`config.mk`:
```
export PLATFORM = sky130hd
export DESIGN_NAME = token_dispatcher_flat
export DESIGN_NICKNAME = d
export VERILOG_FILES = /design/src/rtl/token_dispatcher_if.sv /design/src/rtl/token_dispatcher.sv /design/src/flat_wrapper.sv
export SDC_FILE = /design/constraint.sdc
export NUM_CORES = 1
export LEC_CHECK = 0
export ABC_AREA = 1
export CAP_MARGIN = 30
export CORE_MARGIN = 3
export CORE_UTILIZATION = 40
export CTS_CLUSTER_SIZE = 10
export DETAILED_ROUTE_END_ITERATION = 12
export MAX_ROUTING_LAYER = met4
export PLACE_DENSITY_LB_ADDON = 0.25
export SETUP_SLACK_MARGIN = 0.15
export SYNTH_ARGS = -nofsm -noshare
export SYNTH_HDL_FRONTEND = slang
export SYNTH_SLANG_ARGS = --single-unit
```
`constraint.sdc`:
```
create_clock -name clk -period 3.1 [get_ports clk]
set_clock_uncertainty 0.1 [all_clocks]
set_input_delay 0.31 -clock clk [delete_from_list [all_inputs] [get_ports clk]]
set_output_delay 0.31 -clock clk [all_outputs]
set_load 0.02 [all_outputs]
```
`src/rtl/token_dispatcher_if.sv`:
```
`default_nettype none
// ============================================================================
// Module      : token_dispatcher_if
// Description : Token stream and configuration bundle for token_dispatcher.
//               The master side is the token source plus the configuring
//               controller. The slave side is the dispatcher.
// Revision    : 1.0 - initial release
// ============================================================================
interface token_dispatcher_if #(
  parameter int N_OUT = 4,
  parameter int W_W   = 4
);
  logic             a;
  logic             cfg_valid;
  logic             cfg_ready;
  logic [N_OUT-1:0] cfg_mask;
  logic [W_W-1:0]   cfg_weight;
  logic [N_OUT-1:0] b;
  logic             drop;

  modport master (
    output a, cfg_valid, cfg_mask, cfg_weight,
    input  cfg_ready, b, drop
  );

  modport slave (
    input  a, cfg_valid, cfg_mask, cfg_weight,
    output cfg_ready, b, drop
  );
endinterface
`default_nettype wire

```
`src/rtl/token_dispatcher.sv`:
```
`default_nettype none
// ============================================================================
// Module      : token_dispatcher
// Description : Weighted round-robin distribution of a one-cycle token
//               stream across N_OUT lanes. The lane mask and the weight are
//               runtime-programmable over a valid/ready config port.
//               Optional macro TOKEN_DISPATCHER_STATS_EN adds a saturating
//               drop counter (drop_cnt) and its clear input (stats_clr).
// Revision    : 1.0 - initial release
// ============================================================================
module token_dispatcher #(
  parameter int N_OUT = 4,
  parameter int W_W   = 4
) (
  input  wire logic         clk,
  input  wire logic         rst,
`ifdef TOKEN_DISPATCHER_STATS_EN
  input  wire logic         stats_clr,
  output logic [15:0]       drop_cnt,
`endif
  token_dispatcher_if.slave bus
);

  localparam int              PTR_W = (N_OUT > 1) ? $clog2(N_OUT) : 1;
  localparam int unsigned     N_U   = N_OUT;
  localparam logic [W_W-1:0]  W_ONE = W_W'(1);
  localparam logic [N_OUT-1:0] LANE0 = {{(N_OUT-1){1'b0}}, 1'b1};

  typedef enum logic [0:0] {
    IDLE = 1'b0,
    RUN  = 1'b1
  } state_t;

  state_t           state_q;
  logic [N_OUT-1:0] mask_q;
  logic [W_W-1:0]   weight_q;
  logic [PTR_W-1:0] ptr_q;
  logic [W_W-1:0]   cnt_q;
  logic [N_OUT-1:0] b_q;
  logic             drop_q;

  logic [PTR_W-1:0] rot_ptr_d;
  logic [PTR_W-1:0] first_ptr_d;

  // Config is only accepted outside token cycles, so a token and a config
  // accept can never land on the same edge.
  assign bus.cfg_ready = ~bus.a;
  assign bus.b         = b_q;
  assign bus.drop      = drop_q;

  // Next enabled lane above ptr, wrapping. The scan runs from the farthest
  // offset to the nearest, so the nearest hit is the one that wins. With a
  // single enabled lane there is no hit and ptr stays where it is.
  always_comb begin
    int unsigned idx;
    idx       = 0;
    rot_ptr_d = ptr_q;
    for (int unsigned i = N_U - 1; i >= 1; i--) begin
      idx = 32'(ptr_q) + i;
      if (idx >= N_U) idx = idx - N_U;
      if (mask_q[idx[PTR_W-1:0]]) rot_ptr_d = idx[PTR_W-1:0];
    end
  end

  // Lowest set bit of the incoming mask. This is the lane where the
  // rotation restarts after a config accept.
  always_comb begin
    first_ptr_d = '0;
    for (int i = N_OUT - 1; i >= 0; i--) begin
      if (bus.cfg_mask[i]) first_ptr_d = PTR_W'(i);
    end
  end

  // Control FSM, dispatch, and registered outputs.
  always_ff @(posedge clk) begin
    if (rst) begin
      state_q  <= IDLE;
      mask_q   <= '0;
      weight_q <= W_ONE;
      ptr_q    <= '0;
      cnt_q    <= '0;
      b_q      <= '0;
      drop_q   <= 1'b0;
    end else begin
      b_q    <= '0;
      drop_q <= 1'b0;
      if (bus.a) begin
        if (state_q == RUN) begin
          b_q <= LANE0 << ptr_q;
          if (cnt_q == weight_q - W_ONE) begin
            cnt_q <= '0;
            ptr_q <= rot_ptr_d;
          end else begin
            cnt_q <= cnt_q + W_ONE;
          end
        end else begin
          drop_q <= 1'b1;
        end
      end else if (bus.cfg_valid) begin
        mask_q   <= bus.cfg_mask;
        weight_q <= (bus.cfg_weight == '0) ? W_ONE : bus.cfg_weight;
        ptr_q    <= first_ptr_d;
        cnt_q    <= '0;
        state_q  <= (bus.cfg_mask != '0) ? RUN : IDLE;
      end
    end
  end

`ifdef TOKEN_DISPATCHER_STATS_EN
  logic [15:0] drop_cnt_q;

  // Saturating count of drop pulses. A clear takes priority over a
  // same-cycle increment.
  always_ff @(posedge clk) begin
    if (rst || stats_clr) begin
      drop_cnt_q <= '0;
    end else if (drop_q && (drop_cnt_q != 16'hFFFF)) begin
      drop_cnt_q <= drop_cnt_q + 16'd1;
    end
  end

  assign drop_cnt = drop_cnt_q;
`endif

endmodule
`default_nettype wire

```
`src/flat_wrapper.sv`:
```
// flat-port wrapper written by rule: the top's interface ports become plain ports
module token_dispatcher_flat 
#(
  parameter int N_OUT = 4,
  parameter int W_W   = 4
)
  (clk, rst, bus_a, bus_cfg_valid, bus_cfg_mask, bus_cfg_weight, bus_cfg_ready, bus_b, bus_drop);
  token_dispatcher_if #(.N_OUT(N_OUT), .W_W(W_W)) bus_i ();
  input  wire logic clk;
  input  wire logic rst;
  input wire logic [$bits(bus_i.a)-1:0] bus_a;
  input wire logic [$bits(bus_i.cfg_valid)-1:0] bus_cfg_valid;
  input wire logic [$bits(bus_i.cfg_mask)-1:0] bus_cfg_mask;
  input wire logic [$bits(bus_i.cfg_weight)-1:0] bus_cfg_weight;
  output wire logic [$bits(bus_i.cfg_ready)-1:0] bus_cfg_ready;
  output wire logic [$bits(bus_i.b)-1:0] bus_b;
  output wire logic [$bits(bus_i.drop)-1:0] bus_drop;
  assign bus_i.a = bus_a;
  assign bus_i.cfg_valid = bus_cfg_valid;
  assign bus_i.cfg_mask = bus_cfg_mask;
  assign bus_i.cfg_weight = bus_cfg_weight;
  assign bus_cfg_ready = bus_i.cfg_ready;
  assign bus_b = bus_i.b;
  assign bus_drop = bus_i.drop;
  token_dispatcher #(.N_OUT(N_OUT), .W_W(W_W)) u_core (.clk(clk), .rst(rst), .bus(bus_i));
endmodule
```
======== Yosys cells after proc, flatten, opt, wreduce, memory -nomap -nowiden ========
Index checks and enable logic that the tools add are counted.
word-level totals
  word-level logic and storage cells ...... 63
  output and inout bits ................... 6
  input port bits ......................... 12
  register bits after elaboration ......... 20
operators by class
  add/subtract/negate cells ............... 8
  reductions and logical operators ........ 8
  equal/unequal tests ..................... 4
  bitwise logic cells ..................... 2
  shift operators ......................... 1
  mux-type cells .......................... 27
  $lt $le $gt $ge ......................... 6
operators by type and width
  cell                                                                           count
  2-bit 2-to-1 mux                                                               14
  4-bit 2-to-1 mux                                                               5
  3-bit >= comparator (second input constant)                                    3
  2-bit by 3-bit less-than comparator with 1-bit output (second input constant)  3
  2-bit by 2-bit adder with 3-bit output (second input constant)                 2
  1-bit binary-select mux with 2-bit select                                      3
  2-bit by 1-bit subtractor with 2-bit output (second input constant)            3
  1-bit 2-to-1 mux                                                               5
  4-bit by 1-bit adder with 4-bit output (second input constant)                 1
  4-bit == test                                                                  1
  4-bit zero test                                                                1
  2-bit by 1-bit inequality test with 1-bit output (second input constant)       2
  4-bit by 1-bit inequality test with 1-bit output (second input constant)       1
  2-bit AND reduction                                                            2
  4-bit AND reduction                                                            1
  4-bit nonzero test                                                             1
  1-bit by 2-bit left shift with 4-bit output (first input constant)             1
  4-bit by 1-bit subtractor with 4-bit output (second input constant)            1
  2-bit by 1-bit adder with 3-bit output (second input constant)                 1
  3-bit OR reduction                                                             1
  1-bit NOT                                                                      2
  2-bit nonzero test                                                             1
  2-bit OR reduction                                                             1

======== Longest topological paths before layout ========
Gate-level depths: netlist (run 1).
  depth in word-level cells ............... 11
  depth in mapped cells ................... 14
  mapped depth without buffers ............ 14

======== Worst setup path before layout (run 1) ========
OpenSTA, ideal clock, no wires.
  path type ............................... reg2reg
  start ................................... register u_core.weight_q[0]
  end ..................................... register u_core.ptr_q[0]
  buffers on the path ..................... 0
  stages on the path, launching flop included .. 11
  required time ........................... 2.886 ns
  data arrival time ....................... 1.334 ns
  clock period less this slack ............ 1.548 ns
  slack ................................... 1.552 ns
  setup time .............................. 0.114 ns
  cell sequence ........................... dfxtp_1 > inv_1 > ha_1 > xor2_1 > nand2_1 > nor2_1 > nand2_1 > nand2_1 > nand3_2 > nor2_1 > nor2_2
between the ends
  longest elaborated chain between the ends .. 4
ends and longest elaborated chain
  element                                                     line                     text
  start, declared                                             token_dispatcher.sv:36   logic [W_W-1:0] weight_q;
  start signal, assigned                                      token_dispatcher.sv:101  weight_q <= (bus.cfg_weight == '0) ? W_ONE : bus.cfg_weight;
  4-bit by 1-bit subtractor with 4-bit output                 token_dispatcher.sv:90   if (cnt_q == weight_q - W_ONE) begin
  4-bit == test                                               token_dispatcher.sv:90
  2-bit by 1-bit inequality test with 1-bit output (no line)  -
  4-bit AND reduction (no line)                               -
  end signal, assigned                                        token_dispatcher.sv:92   ptr_q <= rot_ptr_d;
  end signal, assigned                                        token_dispatcher.sv:102  ptr_q <= first_ptr_d;
  end, declared                                               token_dispatcher.sv:37   logic [PTR_W-1:0] ptr_q;
Every way passes these cells.
A chain may end at the register's enable or synchronous reset.

======== Final worst setup path (run 1) ========
  start ................................... input port bus_a
  end ..................................... output port bus_cfg_ready
between the ends
  longest elaborated chain between the ends .. 1
ends and longest elaborated chain
  element              line                text
  start, declared      flat_wrapper.sv:11  input wire logic [$bits(bus_i.a)-1:0] bus_a;
  1-bit NOT (no line)  -
  end, declared        flat_wrapper.sv:15  output wire logic [$bits(bus_i.cfg_ready)-1:0] bus_cfg_ready;
Every way passes these cells.

==> results of run 1 <==
metrics by stage:
| stage | instances | setup WS, ns | instance area, sq um | power (uW) |
|---|---|---|---|---|
| CTS | 200 | 0.9887 | 1270 | 526.4 |
| global route | 200 | 0.9170 | 1270 | 555.9 |
| finish | 200 | 0.9838 | 1270 | 522.7 |
| detailed placement | 197 | 1.002 | 1247 | 403.5 |
| floorplan | 153 | 1.552 | 1067 | 371.1 |
| global placement | 197 | 1.003 | 1247 | 400.6 |
registers in the layout, indices dropped and copies added, names as in the netlist:
signal and cells:
u_core.weight_q 4, u_core.ptr_q 2, u_core.bus.b 4, u_core.cnt_q 4, u_core.bus.drop 1, u_core.mask_q 4, u_core.state_q 1
report_power, final:
part	total [uW]	leakage [uW]	switching, uW	internal, uW
Combinational	113	0.000385	63.6	49.7
Sequential	284	0.000164	14.2	270
Clock	126	0.0000138	80.2	45.4
Total	523	0.000563	158	365
cell usage after synthesis, drive strengths merged:
| master | instances | area, sq um |
|---|---|---|
| o211ai | 1 | 7.510 |
| a21oi | 13 | 72.57 |
| nand3 | 8 | 45.04 |
| xor2 | 4 | 35.03 |
| nand4 | 2 | 12.51 |
| buf | 4 | 35.03 |
| o21ai | 7 | 35.03 |
| o22ai | 1 | 6.260 |
| dfxtp | 20 | 400.4 |
| a31oi | 1 | 6.260 |
| o31ai | 1 | 7.510 |
| nand3b | 1 | 7.510 |
| ha | 2 | 25.02 |
| nand2 | 49 | 191.4 |
| nor2 | 18 | 75.07 |
| o221a | 1 | 11.26 |
| inv | 16 | 67.56 |
| nor3 | 1 | 5.000 |
| or2 | 2 | 12.51 |
| xnor2 | 1 | 8.760 |
per-layer routing:
| layer | vias up | part of all wire (%) | GRT usage, % | wire [microns] |
|---|---|---|---|---|
| li1 | 523 | - | - | - |
| met1 | 463 | 46 | 16.25 | 983 |
| met2 | 18 | 48 | 27.10 | 1019 |
| met3 | 4 | 3.8 | 2.004 | 80 |
| met4 | 0 | 2.2 | 7.947 | 47 |
| met5 | - | 0 | - | 0 |
area by class of cell:
class | count | area, sq um | area share [%]
Timing Repair Buffer | 18 | 177.7 | 13.99
Sequential cell | 20 | 400.4 | 31.53
Inverter | 16 | 67.56 | 5.320
Clock buffer | 3 | 22.52 | 1.773
Tap cell | 30 | 37.54 | 2.956
Multi-Input combinational cell | 113 | 564.3 | 44.43
path summary, 6_finish.rpt:
path,startpoint,slack [ns],to
max,bus_a,0.98,bus_cfg_ready
min,u_core.weight_q[3],0.38,u_core.weight_q[3]
max reg2reg,u_core.weight_q[0],1.35,u_core.ptr_q[0]
min reg2reg,u_core.weight_q[3],0.38,u_core.weight_q[3]
critical path, cell delays in order:
cell             delay, ns
clkdlybuf4s50_1       0.57
inv_1                 0.20
clkdlybuf4s50_1       0.63
cells by family (layout without fill, tap and decap cells):
kind of cell / Yosys count / count (layout) / share of synthesized area [%]
and+or+nand+nor: 81 / 81 / 32.71
xor gates and xnor gates: 5 / 5 / 4.103
buffers and inverters: 20 / 37 / 9.612
adders and majority gates: 2 / 2 / 2.344
AOI/OAI and AO/OA: 25 / 25 / 13.72
DFF: 20 / 20 / 37.51
==> reports/qor.csv, run 1 <==
metric,value,unit
cts hold-fix bufs,0,
#FFs+latches synth,20,
Lkg Pwr,0.0005628,uW
GR Overflow Total,0,
final period utilization,68.26,%
Yosys cell types,28,
PostCTS Resize Cnt,0,
Core Rows,18,
Mapped Cells,153,
worst-margin pin slew,0.4039,ns
pwr dens,411.6,mW/mm^2
CP Launch Type,input pin,
clock buffer depth,2,
Worst Hold Class,flip-flop to flip-flop,
Worst IR Drop VDD,0.2350,mV
"commonest non-fill, non-tap cells in the layout","nand2_1, dfxtp_1, clkdlybuf4s50_1",
antenna cells,0,
Vias,1008,
worst-path maximum fanout,9,
initial antenna violation count,0,
Final Hold Viols,0,
Max Clock Freq,472.5,MHz
Core Box Area,0.002500,sq mm
die outline area,0.003324,sq mm
crit end category,output pin,
detail-routed net length per standard cell,10.65,microns
worst hold margin,0.3810,ns
Worst-path clk slew,0.11,ns
max-cap violations,0,
# Post-CTS Setup Buffers,0,
Tmin final,2.116,ns
layout cells sized above 1,11.76,%
Max-slew headroom,73.04,%
Final TNS setup,0,ns
total wire length,2130,microns
Die X-Extent,57.66,microns
Layout Utilization,50.80,%
clock latency on the worst-skew pair,0.30,ns
number of DRC markers in iteration 0,14,
root buffer cell,clkbuf_4,
GP Congestion,0.8718,
nets@finish,186,
final setup fails,0,
Sink Count,20,
initial core utilization,42.69,%
reg2reg path depth,10,
WS Path Type,input pin to output pin,
filler cell count,269,
# DRC,0,
TritonCTS Buffers,3,
status,"complete, no violations",
H-tree level count,1,
CTS tree,done,
DIE HEIGHT,57.66,microns
CP arrival,1.71,ns
first-pass GRT wire length,3822,microns
Synth Warn #,0,
syn_area_per_cell,6.976,sq um
largest net degree at the start of global routing,12,
GRT Overall Usage,15.21,%
Post-Syn Nets,167,
I/O Buffers,17,
"Seq/Total Area, Yosys",37.51,%
CP required,2.69,ns
Ports,18,
Initial DRT Pass Iterations,3,
Hold Path Stages,2,
vias per std cell,5.040,
Netlist Area Pre-Place,0.001067,sq mm
Antenna Nets Post-Route,0,
count of pins over their slew limit,0,
"commonest non-fill, non-tap cell in the layout",nand2_1,
HPWL after DPL,1702,microns
unrepaired setup endpoints after global routing,no,
vias in the first global route,966,
Synth-to-Final Area Change,18.99,%
(Power assumes the default switching activity.)
==> run 2, diff against run 1 <==
- clock period: 3.1 -> 1.92 ns (I/O delays scaled with it)
==> run 2 against run 1 <==
Effect of this change: worst setup slack got worse by 0.78 ns; non-clock buffer count rose by 2; cell area rose by 1.7%; worst hold slack got worse by 0.032 ns; global-route usage fell by 1.5 points; cell count rose by 1.0%; critical path type unchanged.
==> reports/qor.csv, run 2 (synthesized netlist as in run 1, its figures left out) <==
metric,value,unit
total wire length,2089,microns
die outline area,0.003324,sq mm
worst-margin pin slew,0.4102,ns
CP arrival,1.43,ns
Final TNS setup,0,ns
CP max stage cell,clkdlybuf4s50_1,
"commonest non-fill, non-tap cell in the layout",nand2_1,
vias in the first global route,869,
Initial DRT Pass Iterations,4,
CP Cell Sequence,"clkdlybuf4s50_1, inv_1, clkdlybuf4s50_1",
CTS tree,done,
worst-path maximum fanout,5,
I/O Buffers,17,
clock latency on the worst-skew pair,0.29,ns
initial core utilization,42.69,%
Antenna Nets Post-Route,0,
final setup fails,0,
antenna cells,0,
root buffer cell,clkbuf_4,
WS Path Type,input pin to output pin,
H-tree level count,1,
most used cell along the critical path,clkdlybuf4s50_1,
first-pass GRT wire length,3463,microns
count of pins over their slew limit,0,
DIE HEIGHT,57.66,microns
Sink Count,20,
nets@finish,188,
TritonCTS Buffers,3,
unrepaired setup endpoints after global routing,no,
detail-routed net length per standard cell,10.34,microns
cts hold-fix bufs,0,
number of DRC markers in iteration 0,27,
worst hold margin,0.3493,ns
Worst Hold Class,input pin to flip-flop,
Max Clock Freq,582.1,MHz
Worst-path clk slew,0.11,ns
# DRC,0,
GR Overflow Total,0,
Crit path largest cell delay,0.61,ns
Synth-to-Final Area Change,20.98,%
vias per std cell,4.837,
max-cap violations,0,
initial antenna violation count,0,
Die X-Extent,57.66,microns
Core Box Area,0.002500,sq mm
Worst IR Drop VDD,0.3911,mV
Vias,977,
largest net degree at the start of global routing,12,
clock buffer depth,2,
CP required,1.63,ns
GRT Overall Usage,13.71,%
HPWL after DPL,1674,microns
crit end category,output pin,
final period utilization,89.47,%
Lkg Pwr,0.0005720,uW
GP Congestion,0.8769,
pwr dens,653.6,mW/mm^2
layout cells sized above 1,14.53,%
Tmin final,1.718,ns
Ports,18,
status,"complete, no violations",
Core Rows,18,
CP Launch Type,input pin,
"commonest non-fill, non-tap cells in the layout","nand2_1, dfxtp_1, clkdlybuf4s50_1",
Final Hold Viols,0,
Max-slew headroom,72.61,%
## run 2: cell types whose count changed in the layout (fill, tap and decap cells not counted)
cell | before | now
nor2_1 | 15 | 14
buf_4 | 1 | 3
dfxtp_2 | 0 | 1
nor2_2 | 3 | 4
dfxtp_1 | 20 | 19
nand2_1 | 46 | 45
nand2_2 | 3 | 4
## run 2: metal layers
layer / track usage [%] / share of wire (%) / wire (microns)
met5: - / 0 / 0
met4: 5.960 / 1.2 / 25
met3: 2.004 / 4.6 / 97
met2: 22.42 / 47 / 976
met1: 16.74 / 47 / 990
## run 2: per-stage QoR
stage | util [%] | instance area [sq um] | power, uW | instances | setup WS (ns)
5_1_grt | 51.65 | 1291 | 895.1 | 202 | 0.1505
3_3_place_gp | 50.50 | 1262 | 650.3 | 199 | 0.2221
2_1_floorplan | - | 1067 | 599.1 | 153 | 0.3721
4_1_cts | 51.40 | 1285 | 848.2 | 202 | 0.1954
6_report | 51.65 | 1291 | 843.9 | 202 | 0.2021
3_5_place_dp | 50.50 | 1262 | 654.2 | 199 | 0.1953
## run 2: worst paths after layout
check	from	to	slack (ns)	depth (start not counted)
worst max-delay path	bus_a	bus_cfg_ready	0.20	3
worst min-delay path	bus_cfg_weight[1]	u_core.weight_q[1]	0.35	3
worst max register to register	u_core.weight_q[0]	u_core.ptr_q[0]	0.31	11
worst min register to register	u_core.weight_q[3]	u_core.weight_q[3]	0.38	2
## run 2: final cells by class
type | instances | area (sq um)
Fill cell | 262 | 1209
Multi-Input combinational cell | 113 | 569.3
Sequential cell | 20 | 401.6
Timing Repair Buffer | 20 | 192.7
Inverter | 16 | 67.56
Tap cell | 30 | 37.54
Clock buffer | 3 | 22.52
## run 2: timing repair
action                                  CTS  global route
resized for setup                         0             3
buffers inserted                          0             0
endpoints found under the setup margin    0             5
endpoints found under the hold margin     0             0
## run 2: report_power, final
part           leakage (uW)  internal (uW)  switching (uW)
combinational      0.000395           83.8             105
sequential         0.000163            436            23.2
clock             0.0000138           73.0             123
## run 2: critical path: cells and delay by family
family                 cells  cell delay [ns]
buffers and inverters      3             1.23
==> run 3, diff against run 2 <==
- PLACE_DENSITY: unset -> 0.65
- PLACE_DENSITY_LB_ADDON: 0.25 -> unset
==> run 3 against run 2 <==
Effect of this change: worst setup slack better by 0.033 ns; flip-flop and latch count is the same; routed wire length increased by 2.4%; clock-buffer cell count unchanged; largest power group unchanged; utilization fell by 0.40 points; register-to-register slack hardly changed; total power is 0.59% higher; first-iteration DRC count is 30% higher; critical path depth unchanged.
==> reports/qor.csv, run 3 (synthesized netlist as in run 1, its figures left out) <==
metric,value,unit
GRT Overall Usage,15.17,%
# Post-CTS Setup Buffers,0,
I/O Buffers,17,
count of pins over their slew limit,0,
DIE HEIGHT,57.66,microns
first-pass GRT wire length,3815,microns
initial antenna violation count,0,
vias per std cell,4.990,
final period utilization,87.75,%
Net Sw Frac,30.37,%
Clk pwr share,23.9,%
# DRC,0,
Core Box Area,0.002500,sq mm
Worst-path clk slew,0.11,ns
"setup slack, reg-to-reg",0.32,ns
Initial DRT Pass Iterations,4,
CP max stage cell,clkdlybuf4s50_1,
most used cell along the critical path,clkdlybuf4s50_1,
worst hold margin,0.3422,ns
Lkg Pwr,0.0005675,uW
GP Congestion,0.7615,
vias in the first global route,919,
Hold Path Stages,3,
Max Clock Freq,593.6,MHz
die outline area,0.003324,sq mm
worst-margin pin slew,0.4197,ns
Die X-Extent,57.66,microns
critical path buffer and inverter count,3,
unrepaired setup endpoints after global routing,no,
worst-path maximum fanout,4,
Final TNS setup,0,ns
r2r endpoint,u_core.ptr_q[0],
layout cells sized above 1,13.45,%
Psw,257.9,uW
family with the most delay on the worst path,buffers and inverters,
Crit path largest cell delay,0.62,ns
final setup fails,0,
root buffer cell,clkbuf_4,
P_int,591.1,uW
total power,849.0,uW
Vias,1003,
CP Cell Sequence,"clkdlybuf4s50_1, inv_1, clkdlybuf4s50_1",
GR Overflow Total,0,
HPWL after DPL,1675,microns
Ports,18,
detail-routed net length per standard cell,10.64,microns
Final Hold Viols,0,
total wire length,2139,microns
number of DRC markers in iteration 0,35,
Synth-to-Final Area Change,20.05,%
CP arrival,1.39,ns
Core Rows,18,
Sink Count,20,
Max-slew headroom,71.98,%
antenna cells,0,
Comb pwr share,22.0,%
Worst Hold Class,input pin to flip-flop,
H-tree level count,1,
CP required,1.63,ns
Antenna Nets Post-Route,0,
final instance area,0.001281,sq mm
max-cap violations,0,
largest net degree at the start of global routing,12,
crit end category,output pin,
CTS tree,done,
reg2reg path depth,10,
hold_sp,bus_cfg_weight[1],
Worst IR Drop VDD,0.4315,mV
TritonCTS Buffers,3,
Tmin final,1.685,ns
"commonest non-fill, non-tap cells in the layout","nand2_1, dfxtp_1, clkdlybuf4s50_1",
WS Path Type,input pin to output pin,
setup slack after layout,0.2353,ns
"commonest non-fill, non-tap cell in the layout",nand2_1,
Hold EP,u_core.weight_q[1],
Placed Instance Area,0.001255,sq mm
status,"complete, no violations",
RR Startpoint,u_core.weight_q[0],
pwr dens,662.6,mW/mm^2
clock buffer depth,2,
clock latency on the worst-skew pair,0.30,ns
Reg power frac,54.1,%
nets@finish,187,
CP Launch Type,input pin,
initial core utilization,42.69,%
filler cell count,275,
Place WS,0.2404,ns
[run 3: changes by cell type in the layout (fill, tap and decap cells not counted)]
cell,previous run,this run
nor2_1,14,15
buf_4,3,2
nor2_2,4,3
[run 3: repair_timing]
action	CTS	global route
hold buffers	0	0
endpoints found under the setup margin	0	5
endpoints found under the hold margin	0	0
resized for setup	0	2
[run 3: area by class of cell]
type | count | area (sq um) | area share, %
multi-input combinational | 113 | 566.8 | 44.24
sequential | 20 | 401.6 | 31.35
timing repair buffer | 19 | 185.2 | 14.45
inverter | 16 | 67.56 | 5.273
tap | 30 | 37.54 | 2.930
clock buffer | 3 | 22.52 | 1.758
[run 3: worst max path at each step]
stage,startpoint,endpoint,cells past startpoint
6_report,bus_a,bus_cfg_ready,3
5_1_grt,u_core.weight_q[1],u_core.ptr_q[0],10
4_1_cts,u_core.weight_q[0],u_core.ptr_q[0],10
3_5_place_dp,bus_a,u_core.cnt_q[3],7
3_3_place_gp,bus_a,u_core.cnt_q[3],7
2_1_floorplan,u_core.weight_q[0],u_core.ptr_q[0],10
[run 3: power groups by stage]
stage,registers [uW],logic [uW],clock network [uW]
global placement,468,183,0
CTS,459,187,211
global route,464,211,236
finish,460,187,203
detailed placement,468,185,0
floorplan,460,139,0
[run 3: stage by stage]
step,cells,utilization (%)
after floorplan,153,-
after global routing,201,51.25
after global placement,198,50.20
final,201,51.25
after detailed placement,198,50.20
after CTS,201,51.10
[run 3: routing by layer]
metal	global-route usage, %	up-vias	part of all wire [%]
met1	18.76	442	47
li1	-	530	-
met3	2.004	4	4.9
met4	8.940	0	2.1
met2	23.55	27	45
met5	-	-	0
[run 3: worst register-to-register path: stages (launching register included)]
cell and delay [ns]:
dfxtp_2 0.36, inv_1 0.06, ha_1 0.30, xor2_1 0.14
nand2_1 0.07, nor2_1 0.10, nand2_1 0.07, nand2_2 0.09
nand3_2 0.07, nor2_1 0.11, nor2_2 0.05
